==> src/rtl/keyboard_pad_decoder.sv <==
// PS/2 keyboard receiver and scan-code decoder that turns W/S and the up/down
// arrow keys into mutually exclusive up/down level outputs for a pad controller.
module keyboard_pad_decoder #(
  parameter int unsigned TIMEOUT_CYCLES = 65000
) (
  input  logic       clk,
  input  logic       rst,
  input  logic       ps2_clk,
  input  logic       ps2_data,
  output logic       up_out,
  output logic       down_out,
  output logic [7:0] code,
  output logic       code_valid,
  output logic       frame_err
);

  localparam int unsigned CNT_W = $clog2(TIMEOUT_CYCLES + 1);
  localparam logic [CNT_W-1:0] TMO_LIMIT = CNT_W'(TIMEOUT_CYCLES);

  typedef enum logic [1:0] {IDLE, BRK, EXT, EXT_BRK} dec_state_e;

  logic ps2_clk_meta_q,  ps2_clk_meta_d;
  logic ps2_clk_sync_q,  ps2_clk_sync_d;
  logic ps2_clk_prev_q,  ps2_clk_prev_d;
  logic ps2_data_meta_q, ps2_data_meta_d;
  logic ps2_data_sync_q, ps2_data_sync_d;

  logic [3:0]       bit_idx_q, bit_idx_d;
  logic [7:0]       shift_q, shift_d;
  logic             parity_q, parity_d;
  logic [CNT_W-1:0] tmo_cnt_q, tmo_cnt_d;
  logic [7:0]       code_q, code_d;
  logic             code_valid_q, code_valid_d;
  logic             frame_err_q, frame_err_d;

  dec_state_e state_q, state_d;
  logic w_held_q, w_held_d, s_held_q, s_held_d;
  logic au_held_q, au_held_d, ad_held_q, ad_held_d;
  logic up_out_q, up_out_d, down_out_q, down_out_d;

  logic fall_edge;
  logic key_evt, key_ext, key_set;
  logic up_lvl, down_lvl;

  assign fall_edge = ps2_clk_prev_q & ~ps2_clk_sync_q;

  always_comb begin
    ps2_clk_meta_d  = ps2_clk;
    ps2_clk_sync_d  = ps2_clk_meta_q;
    ps2_clk_prev_d  = ps2_clk_sync_q;
    ps2_data_meta_d = ps2_data;
    ps2_data_sync_d = ps2_data_meta_q;
  end

  // Frame receiver: bit index 0 waits for a low start bit, 10 is the stop bit.
  always_comb begin
    // NOTE: every signal gets a default before any branch so no latch is inferred.
    bit_idx_d    = bit_idx_q;
    shift_d      = shift_q;
    parity_d     = parity_q;
    tmo_cnt_d    = tmo_cnt_q;
    code_d       = code_q;
    code_valid_d = 1'b0;
    frame_err_d  = 1'b0;
    if (fall_edge) begin
      tmo_cnt_d = '0;
      case (bit_idx_q)
        4'd0: if (!ps2_data_sync_q) bit_idx_d = 4'd1;
        4'd1, 4'd2, 4'd3, 4'd4, 4'd5, 4'd6, 4'd7, 4'd8: begin
          shift_d   = {ps2_data_sync_q, shift_q[7:1]};
          bit_idx_d = bit_idx_q + 4'd1;
        end
        4'd9: begin
          parity_d  = ps2_data_sync_q;
          bit_idx_d = 4'd10;
        end
        default: begin
          if ((^{shift_q, parity_q}) && ps2_data_sync_q) begin
            code_d       = shift_q;
            code_valid_d = 1'b1;
          end else begin
            frame_err_d = 1'b1;
          end
          bit_idx_d = 4'd0;
        end
      endcase
    end else if (bit_idx_q != 4'd0) begin
      if (tmo_cnt_q == TMO_LIMIT) begin
        bit_idx_d   = 4'd0;
        tmo_cnt_d   = '0;
        frame_err_d = 1'b1;
      end else begin
        tmo_cnt_d = tmo_cnt_q + 1'b1;
      end
    end
  end

  // Scan decoder: prefixes E0/F0 select which flag a following code touches.
  always_comb begin
    state_d   = state_q;
    key_evt   = 1'b0;
    key_ext   = 1'b0;
    key_set   = 1'b0;
    w_held_d  = w_held_q;
    s_held_d  = s_held_q;
    au_held_d = au_held_q;
    ad_held_d = ad_held_q;
    if (frame_err_q) begin
      state_d = IDLE;
    end else if (code_valid_q) begin
      state_d = IDLE;
      unique case (state_q)
        IDLE: begin
          if (code_q == 8'hE0)      state_d = EXT;
          else if (code_q == 8'hF0) state_d = BRK;
          else begin
            key_evt = 1'b1;
            key_set = 1'b1;
          end
        end
        EXT: begin
          if (code_q == 8'hF0) state_d = EXT_BRK;
          else begin
            key_evt = 1'b1;
            key_ext = 1'b1;
            key_set = 1'b1;
          end
        end
        BRK: key_evt = 1'b1;
        EXT_BRK: begin
          key_evt = 1'b1;
          key_ext = 1'b1;
        end
      endcase
    end
    if (key_evt) begin
      if (!key_ext) begin
        if (code_q == 8'h1D) w_held_d = key_set;
        if (code_q == 8'h1B) s_held_d = key_set;
      end else begin
        if (code_q == 8'h75) au_held_d = key_set;
        if (code_q == 8'h72) ad_held_d = key_set;
      end
    end
    up_lvl     = w_held_d | au_held_d;
    down_lvl   = s_held_d | ad_held_d;
    up_out_d   = up_lvl & ~down_lvl;
    down_out_d = down_lvl & ~up_lvl;
  end

  always_ff @(posedge clk) begin
    // NOTE: sequential state uses non-blocking assignments so every flop sees pre-edge values.
    if (rst) begin
      ps2_clk_meta_q  <= 1'b1;
      ps2_clk_sync_q  <= 1'b1;
      ps2_clk_prev_q  <= 1'b1;
      ps2_data_meta_q <= 1'b1;
      ps2_data_sync_q <= 1'b1;
      bit_idx_q       <= '0;
      shift_q         <= '0;
      parity_q        <= 1'b0;
      tmo_cnt_q       <= '0;
      code_q          <= '0;
      code_valid_q    <= 1'b0;
      frame_err_q     <= 1'b0;
      state_q         <= IDLE;
      w_held_q        <= 1'b0;
      s_held_q        <= 1'b0;
      au_held_q       <= 1'b0;
      ad_held_q       <= 1'b0;
      up_out_q        <= 1'b0;
      down_out_q      <= 1'b0;
    end else begin
      ps2_clk_meta_q  <= ps2_clk_meta_d;
      ps2_clk_sync_q  <= ps2_clk_sync_d;
      ps2_clk_prev_q  <= ps2_clk_prev_d;
      ps2_data_meta_q <= ps2_data_meta_d;
      ps2_data_sync_q <= ps2_data_sync_d;
      bit_idx_q       <= bit_idx_d;
      shift_q         <= shift_d;
      parity_q        <= parity_d;
      tmo_cnt_q       <= tmo_cnt_d;
      code_q          <= code_d;
      code_valid_q    <= code_valid_d;
      frame_err_q     <= frame_err_d;
      state_q         <= state_d;
      w_held_q        <= w_held_d;
      s_held_q        <= s_held_d;
      au_held_q       <= au_held_d;
      ad_held_q       <= ad_held_d;
      up_out_q        <= up_out_d;
      down_out_q      <= down_out_d;
    end
  end

  assign up_out     = up_out_q;
  assign down_out   = down_out_q;
  assign code       = code_q;
  assign code_valid = code_valid_q;
  assign frame_err  = frame_err_q;

endmodule
==> config.mk <==
export PLATFORM = sky130hd
export DESIGN_NAME = keyboard_pad_decoder
export DESIGN_NICKNAME = d
export VERILOG_FILES = /design/src/rtl/keyboard_pad_decoder.sv
export SDC_FILE = /design/constraint.sdc
export NUM_CORES = 1
export LEC_CHECK = 0
export BUFFER_PORTS_ARGS = -buffer_cell sky130_fd_sc_hd__buf_4
export CORE_UTILIZATION = 50
export DETAILED_ROUTE_END_ITERATION = 16
export PLACE_DENSITY = 0.68
export REMOVE_ABC_BUFFERS = 1
export SLEW_MARGIN = 20
export SYNTH_ARGS = -nofsm -noshare
export SYNTH_HDL_FRONTEND = slang
export SYNTH_SLANG_ARGS = --single-unit
export TNS_END_PERCENT = 10
==> constraint.sdc <==
create_clock -name clk -period 2.35 [get_ports clk]
set_input_delay 0.47 -clock clk [delete_from_list [all_inputs] [get_ports clk]]
set_output_delay 0.47 -clock clk [all_outputs]
set_load 0.03 [all_outputs]
# --- After elaboration in Yosys (flattened, before gate mapping) ---
# Index checks and enable logic that the tools add are counted.
word_totals:
  ff_bits: 52
  latchBits: 0
  mem_bits_rw: 0
  romBits: 0
  out_inout_bits: 12
  wordCells: 107
  n_memories: 0
classes:
  n_addsub: 2
  mul: 0
  div: 0
  n_lt_le_gt_ge: 0
  n_eq_ne: 20
  n_shift: 0
  mux: 39
  n_bitwise: 10
  n_reduce_logical: 17
op_table:
  columns: ["op", "n"]
  rows:
  - ["$mux 1", 27]
  - ["$add 16x1->16 const B", 1]
  - ["$eq 16x16->1 const B", 1]
  - ["$eq 4x3->1 const B", 4]
  - ["$eq 8x5->1 const B", 2]
  - ["$eq 8x7->1 const B", 2]
  - ["$eq 8x8->1 const B", 2]
  - ["$mux 16", 1]
  - ["$mux 4", 4]
  - ["$pmux 4 s3", 1]
  - ["$reduce_or 12->1", 1]
  - ["$reduce_or 10->1", 1]
  - ["$reduce_xor 9->1", 1]
  - ["$eq 4x2->1 const B", 2]
  - ["$eq 4x4->1 const B", 2]
  - ["$reduce_or 8->1", 1]
  - ["$reduce_and 3->1", 2]
  - ["$reduce_or 2->1", 3]
  - ["$not 1->1", 5]
  - ["$add 4x1->4 const B", 1]
  - ["$eq 2x2->1 const B", 2]
  - ["$eq 4x1->1 const B", 1]
  - ["$logic_not 4->1", 1]
  - ["$mux 2", 2]
  - ["other kinds (12)", 18]

# --- Logic depth before layout (Yosys ltp) ---
# Gate-level depths: netlist of run 1.
logic_depth:
  ltp_word: 12
  mapped_depth: 10
  mapped_depth_nobuf: 7

# --- Worst setup path before layout of run 1 ---
# OpenSTA, ideal clock, no wires.
synth_path:
  path_type: "flip-flop to flip-flop"
  from: "reg bit_idx_q[0]"
  to: "reg tmo_cnt_q[15]"
  setup_time_ns: 0.115
  arrival_ns: 1.843
  t_required_ns: 2.235
  setup_slack_ns: 0.392
  path_stages_with_launch: 8
  n_path_buf: 0
  synth_period_minus_slack_ns: 1.958
  path_cell_list: "dfxtp_1 > inv_1 > ha_1 > nor3b_2 > nor4_1 > nand4_1 > xnor2_1 > nor2_1"
synth_via:
  elab_chain_cells: 1
synth_rtl:
  columns: ["item", "line_no", "rtl"]
  rows:
  - ["start: declaration", "28", "logic [3:0] bit_idx_q, bit_idx_d;"]
  - ["start signal: assignment", "179", "bit_idx_q <= bit_idx_d;"]
  - ["$reduce_bool 4->1", "87", "end else if (bit_idx_q != 4'd0) begin"]
  - ["end signal: assignment", "182", "tmo_cnt_q <= tmo_cnt_d;"]
  - ["end: declaration", "31", "logic [CNT_W-1:0] tmo_cnt_q, tmo_cnt_d;"]
# Every way passes these cells.
# A chain may end at the register's enable or synchronous reset.

# --- Worst setup path in the final report of run 1 ---
layout_path:
  from: "reg bit_idx_q[0]"
  to: "reg tmo_cnt_q[12]"
# Same word-level chain as after synthesis.

==> run summary, run 1 <==
Worst-Margin Slew: 0.571 ns
Initial Util: 0.528
highest routed layer: met4
wire per inst: 12.7 µm
worst hold-check path type: input port to flop
Int Power: 1150 µW
CTS Sinks: 52
count of different cell masters after synthesis: 51
warnings from Yosys: 0
Routed WL: 4660 µm
Final Setup Violations: 0
data arrival time of the critical path: 2.23 ns
CTS root buf: clkbuf_8
Worst-Skew Late Latency: 0.30 ns
n_diodes: 0
die area: 5380 µm²
initial DRC count: 171
ys async rst share: 0
Nets: 309
Tmin final: 2.03 ns
Placed Area: 2720 µm²
P per Cell Area: 524 nW/µm²
first-pass GRT wire length: 7840 µm
status: finished clean
Longest Clk Path Bufs: 2
critical-path cell list: inv_1, ha_1, nor3b_2, buf_4, nor4b_1, buf_4, nand3_1, xor2_1, nor2_1
drt via density: 5.26
Worst Skew: 0.00566 ns
largest net degree at the start of global routing: 45
post-synthesis register bit count: 52
H-tree levels: 2
port buffer count: 15
Tcrit/Tclk final: 0.863
max-cap viol count: 0
final RePlAce weighted congestion: 0.753
CP max FO: 8
wl on met1: 2510 µm
WL met2: 1960 µm
met3 wire length: 121 µm
clock power share: 0.363
IO Count: 16
peak supply drop: 432 µV
Setup WS pre-CTS: 0.134 ns
Area growth syn-to-layout: 11.0%
setup bufs post-CTS: 0
part of the power in combinational logic: 0.036
Reg clk slew, reported paths: 0.09 ns
Leakage: 0.00103 µW
switching share of power: 0.225
critical path endpoint category: flop
design area: 2820 µm²
EDFF count, synth: 0
Startpoint Class: flop
Core Area: 4820 µm²
share of cells above drive strength 1: 0.143
Rel. slew slack: 0.614
WS Path Type: flop to flop
Post-Syn Area: 2540 µm²
GRT overflow: 0
Max stage delay on crit path: 0.41 ns
post-DP HPWL: 3280 µm
cell count after synthesis: 283
chip height: 73.3 µm
Min Hold Slack: 0.345 ns
Tot Pwr: 1480 µW
max-slew violation count: 0
gr usage total: 0.189
data required time of the worst path: 2.55 ns
CTS buffer count: 5
crit-path leading delay family: simple AND/OR/NAND/NOR gates
vias in the first global route: 1,750
antenna violations before repair: 0
Post-CTS Hold Fix Bufs: 0
Vias: 1,930
Flop pwr share: 0.600
Final WS setup: 0.322 ns
Peak Freq: 0.493 GHz
# DRC: 0
most frequent CP cell: buf_4
NetSw: 333 µW
Seq/Total Area, Yosys: 0.409
Worst Path Buf+Inv: 3
TritonCTS clock tree: yes
RSZ-0062 raised after global routing: false
Hold Violations, Final: 0
Routed Antenna Nets: 0
Synth Area per Inst: 8.99 µm²
DR pass1 iterations: 4
row count: 25
Die Span X: 73.3 µm
CP max stage cell: dfxtp_1
ys flop type: dfxtp_1
## layout make-up
class | instances | area [µm²]
clock buffers | 6 | 82.6
clock inverters | 2 | 13.8
fillers | 469 | 1990
inverters | 9 | 33.8
multi-input cells | 209 | 1400
flip-flops and latches | 52 | 1040
well taps | 67 | 83.8
repair buffers | 22 | 165
## synth_stat cells (2+ instances only)
library cell  count  area [µm²]
dfxtp_1          52        1040
nor2_1           29         109
nand2_1          22        82.6
nand2b_1         19         119
nand3_1          15        75.1
mux2i_1          14         140
a21oi_1          13        65.1
xor2_1           11        96.3
xnor2_1          10        87.6
inv_1             9        33.8
clkbuf_1          7        26.3
nor3_1            7        35.0
ha_1              6        75.1
nand4_1           5        31.3
nor4_1            5        31.3
or2_2             5        31.3
a31oi_1           4        25.0
nor2b_1           4        25.0
and3_1            3        18.8
buf_2             3        15.0
a2111oi_0         2        17.5
a211oi_1          2        15.0
buf_6             2        22.5
nand3b_1          2        15.0
nand4b_1          2        17.5
nor4b_1           2        17.5
o21a_1            2        15.0
o21ai_0           2        10.0
or3_1             2        12.5
## stage by stage
step | cells | TNS, ns | utilization
final | 367 | 0 | 0.586
after global routing | 367 | 0 | 0.586
after CTS | 367 | 0 | 0.585
after detailed placement | 359 | 0 | 0.565
after global placement | 359 | 0 | 0.565
after floorplan | 270 | -3.89 | -
## cell families after synthesis
| kind of cell | count (synthesis) | share of synthesized area |
|---|---|---|
| muxes | 14 | 0.0551 |
| buffers and inverters | 22 | 0.0442 |
| xor gates and xnor gates | 22 | 0.0811 |
| DFF | 52 | 0.409 |
| and+or+nand+nor | 131 | 0.279 |
| AOI/OAI and AO/OA | 36 | 0.102 |
| adders and majority gates | 6 | 0.0295 |
## power by group through the flow
stage	sequential [µW]	clock, µW	combinational [µW]
6_report	888	538	54.0
5_1_grt	889	591	59.3
4_1_cts	888	556	54.0
3_5_place_dp	909	0	54.0
3_3_place_gp	909	0	54.1
2_1_floorplan	908	0	29.1
## metal layers
| layer | up-vias | GRT usage |
|---|---|---|
| li1 | 1012 | - |
| met1 | 888 | 0.266 |
| met2 | 24 | 0.284 |
| met3 | 6 | 0.0288 |
| met4 | 0 | 0.0855 |
| met5 | - | 0 |
## path summary, 6_finish.rpt
| kind | from | end | slack [ns] | cells past startpoint |
|---|---|---|---|---|
| max | bit_idx_q[0] | tmo_cnt_q[12] | 0.32 | 9 |
| min | ps2_data | ps2_data_meta_q | 0.34 | 2 |
| max reg2reg | bit_idx_q[0] | tmo_cnt_q[12] | 0.32 | 9 |
| min reg2reg | ps2_clk_meta_q | ps2_clk_prev_d | 0.42 | 1 |
## sequential cells by signal, summed over array words and instances, names as in the netlist, 2 cells and up
signal / cells
code: 8
state_q: 2
bit_idx_q: 4
shift_q: 8
tmo_cnt_q: 16
## placed cells by master, fill, tap and decap left out, drive strengths merged, types with 2 or more instances in the layout
cell / Yosys / final
dfxtp: 52 / 52
nor2: 29 / 29
nand2: 23 / 23
buf: 6 / 22
nand2b: 19 / 19
nand3: 15 / 15
mux2i: 14 / 14
a21oi: 13 / 13
xor2: 11 / 11
xnor2: 10 / 10
inv: 9 / 10
nor3: 7 / 7
ha: 6 / 6
clkbuf: 7 / 6
or2: 6 / 6
nand4: 5 / 5
nor4: 5 / 5
nor2b: 4 / 4
a31oi: 4 / 4
and3: 3 / 3
o21ai: 2 / 2
a211oi: 2 / 2
a2111oi: 2 / 2
or3: 2 / 2
nand4b: 2 / 2
nand3b: 2 / 2
nor4b: 2 / 2
o21a: 2 / 2
or3b: 2 / 2
o31ai: 2 / 2
## what timing repair did
action                     in CTS  in global routing
gates resized for setup         0                  1
hold endpoints to repair        0                  0
setup endpoints to repair       0                  4
No activity file was read; power rests on OpenSTA's default activity.
==> inputs of run 2 (changes only) <==
--- a/config.mk
+++ b/config.mk
@@ -5,7 +5,7 @@
 export SDC_FILE = /design/constraint.sdc
 export NUM_CORES = 1
 export LEC_CHECK = 0
-export BUFFER_PORTS_ARGS = -buffer_cell sky130_fd_sc_hd__buf_4
+export BUFFER_PORTS_ARGS = -buffer_cell sky130_fd_sc_hd__buf_2
 export CORE_UTILIZATION = 50
 export DETAILED_ROUTE_END_ITERATION = 16
 export PLACE_DENSITY = 0.68
==> run summary, run 2 (synthesis results as in run 1) <==
Die Span X: 73.3 µm (unchanged)
data required time of the worst path: 2.55 ns (about the same)
Leakage: 0.00103 µW (-0.41%)
Worst-Skew Late Latency: 0.30 ns (about the same)
Worst Skew: 0.00866 ns (+0.00300 ns)
DR pass1 iterations: 4 (unchanged)
chip height: 73.3 µm (unchanged)
CTS Sinks: 52 (unchanged)
Initial Util: 0.528 (unchanged)
Hold Violations, Final: 0 (unchanged)
Fillers: 468 (-0.21%)
wl on met1: 2560 µm (+2.0%)
Reg clk slew, reported paths: 0.09 ns (about the same)
initial DRC count: 84 (-51%)
Flop pwr share: 0.604 (+0.004)
n_diodes: 0 (unchanged)
Tcrit/Tclk final: 0.881 (+0.0181)
CP max stage cell: nor4bb_1
Multi-input gate area: 1400 µm² (unchanged)
Non-Filler Instances: 368 (+0.27%)
critical-path cell list: inv_1, ha_1, nor4bb_1, nand2_4, o31ai_4, or2_1, buf_4, nor2_1
port buffer count: 15 (unchanged)
Core Area: 4820 µm² (unchanged)
crit-path leading delay family: simple AND/OR/NAND/NOR gates
Worst Path Buf+Inv: 2 (-1)
Post-CTS Hold Fix Bufs: 0 (unchanged)
TritonCTS clock tree: yes
row count: 25 (unchanged)
WL met2: 1930 µm (-1.6%)
Final WS setup: 0.279 ns (-0.0425 ns)
H-tree levels: 2 (unchanged)
Total Neg Setup Slack: 0 ns (unchanged)
part of the power in combinational logic: 0.037 (about the same)
Worst-Margin Slew: 0.581 ns (+0.00920 ns)
drt via density: 5.35 (+1.8%)
Setup WS pre-CTS: 0.136 ns (+0.00255 ns)
Startpoint Class: flop
min-delay src: ps2_data
most frequent cells in the layout: dfxtp_1, nor2_1, nand2_1, nand2b_1
Rel. slew slack: 0.613 (-0.000764)
Register-to-Register Path Depth: 8 (-1)
GRT overflow: 0 (unchanged)
post-DP HPWL: 3390 µm (+3.4%)
WP depth: 8 (-1)
placed cells: 360 (+0.28%)
clock power share: 0.359 (-0.004)
RSZ-0062 raised after global routing: false
share of cells above drive strength 1: 0.146 (+0.00285)
status: finished clean
critical path endpoint category: flop
Critical R2R Launch: tmo_cnt_q[0]
CP max FO: 16 (+8)
# DRC: 0 (unchanged)
peak supply drop: 463 µV (+7.2%)
CTS buffer count: 5 (unchanged)
Top reg by flops: tmo_cnt_q
worst hold path cell count: 2 (unchanged)
Area growth syn-to-layout: 9.83%
Vias: 1,970 (+2.1%)
Int Power: 1140 µW (-0.28%)
max-cap viol count: 0 (unchanged)
final RePlAce weighted congestion: 0.792 (+5.2%)
vias in the first global route: 1,789 (+2.2%)
P per Cell Area: 526 nW/µm² (+0.39%)
Routed WL: 4680 µm (+0.49%)
first-pass GRT wire length: 8180 µm (+4.3%)
CTS root buf: clkbuf_8
max-slew violation count: 0 (unchanged)
IO Count: 16 (unchanged)
switching share of power: 0.222 (-0.00276)
NetSw: 327 µW (-1.9%)
die area: 5380 µm² (unchanged)
highest routed layer: met4
Final Setup Violations: 0 (unchanged)
largest net degree at the start of global routing: 25 (-44%)
Largest register FFs: 16 (unchanged)
data arrival time of the critical path: 2.27 ns (+0.04 ns)
register area: 1040 µm² (unchanged)
commonest non-fill, non-tap cell in the layout: dfxtp_1
Nets: 310 (+0.32%)
Peak Freq: 0.483 GHz (-2.1%)
Max stage delay on crit path: 0.52 ns (+0.11 ns)
Routed Antenna Nets: 0 (unchanged)
antenna violations before repair: 0 (unchanged)
worst hold-check path type: input port to flop
wire per inst: 12.7 µm (+0.22%)
met3 wire length: 134 µm (+11%)
Longest Clk Path Bufs: 2 (unchanged)
Critical path origin: tmo_cnt_q[0]
WS Path Type: flop to flop
gr usage total: 0.194 (+0.00596)
Tmin final: 2.07 ns (+0.0425 ns)
[run 2: cell count changes in the layout (fill, tap and decap cells not counted), sizes merged]
cell	change
inv	-1
clkinv	-1
buf	+1
clkinvlp	+2
[run 2: through the flow]
stage           util  hold WS (ns)  area (µm²)  power, µW
5_1_grt        0.580         0.328        2800       1530
3_5_place_dp   0.559         0.394        2690        963
6_report       0.580         0.345        2800       1470
4_1_cts        0.579         0.336        2790       1490
2_1_floorplan      -         0.389        2470        937
3_3_place_gp   0.559         0.392        2690        963
[run 2: path summary, 6_finish.rpt]
check	to	slack, ns
worst min register to register	ps2_data_sync_q	0.41
worst max register to register	tmo_cnt_q[15]	0.28
worst min-delay path	ps2_data_meta_q	0.34
worst max-delay path	tmo_cnt_q[15]	0.28
[run 2: final cells by class]
type | count | share of cell area
timing repair buffer | 23 | 0.0483
clock inverter | 2 | 0.00537
inverter | 9 | 0.0121
tap | 67 | 0.0300
clock buffer | 6 | 0.0295
multi-input combinational | 209 | 0.502
sequential | 52 | 0.372
[run 2: per-layer routing]
layer,vias up,global-route usage
li1,1013,-
met1,916,0.279
met2,32,0.295
met3,9,0.0357
met4,0,0.0620
met5,-,0
[run 2: power by group through the flow]
stage	Clock (µW)	Combinational, µW	Sequential, µW
global route	577	59.8	889
detailed placement	0	54.1	909
CTS	548	54.3	888
global placement	0	53.8	909
finish	528	54.4	888
floorplan	0	29.1	908
[run 2: worst register-to-register path, stage by stage (launching register included)]
cell      delay (ns)
dfxtp_1         0.34
inv_1           0.09
ha_1            0.15
nor4bb_1        0.52
nand2_4         0.11
o31ai_4         0.33
or2_1           0.15
buf_4           0.21
nor2_1          0.08
[run 2: timing repair]
item                                    4_1_cts  5_1_grt
resized for setup                             0        1
endpoints found under the setup margin        0        4
buffers inserted                              0        0
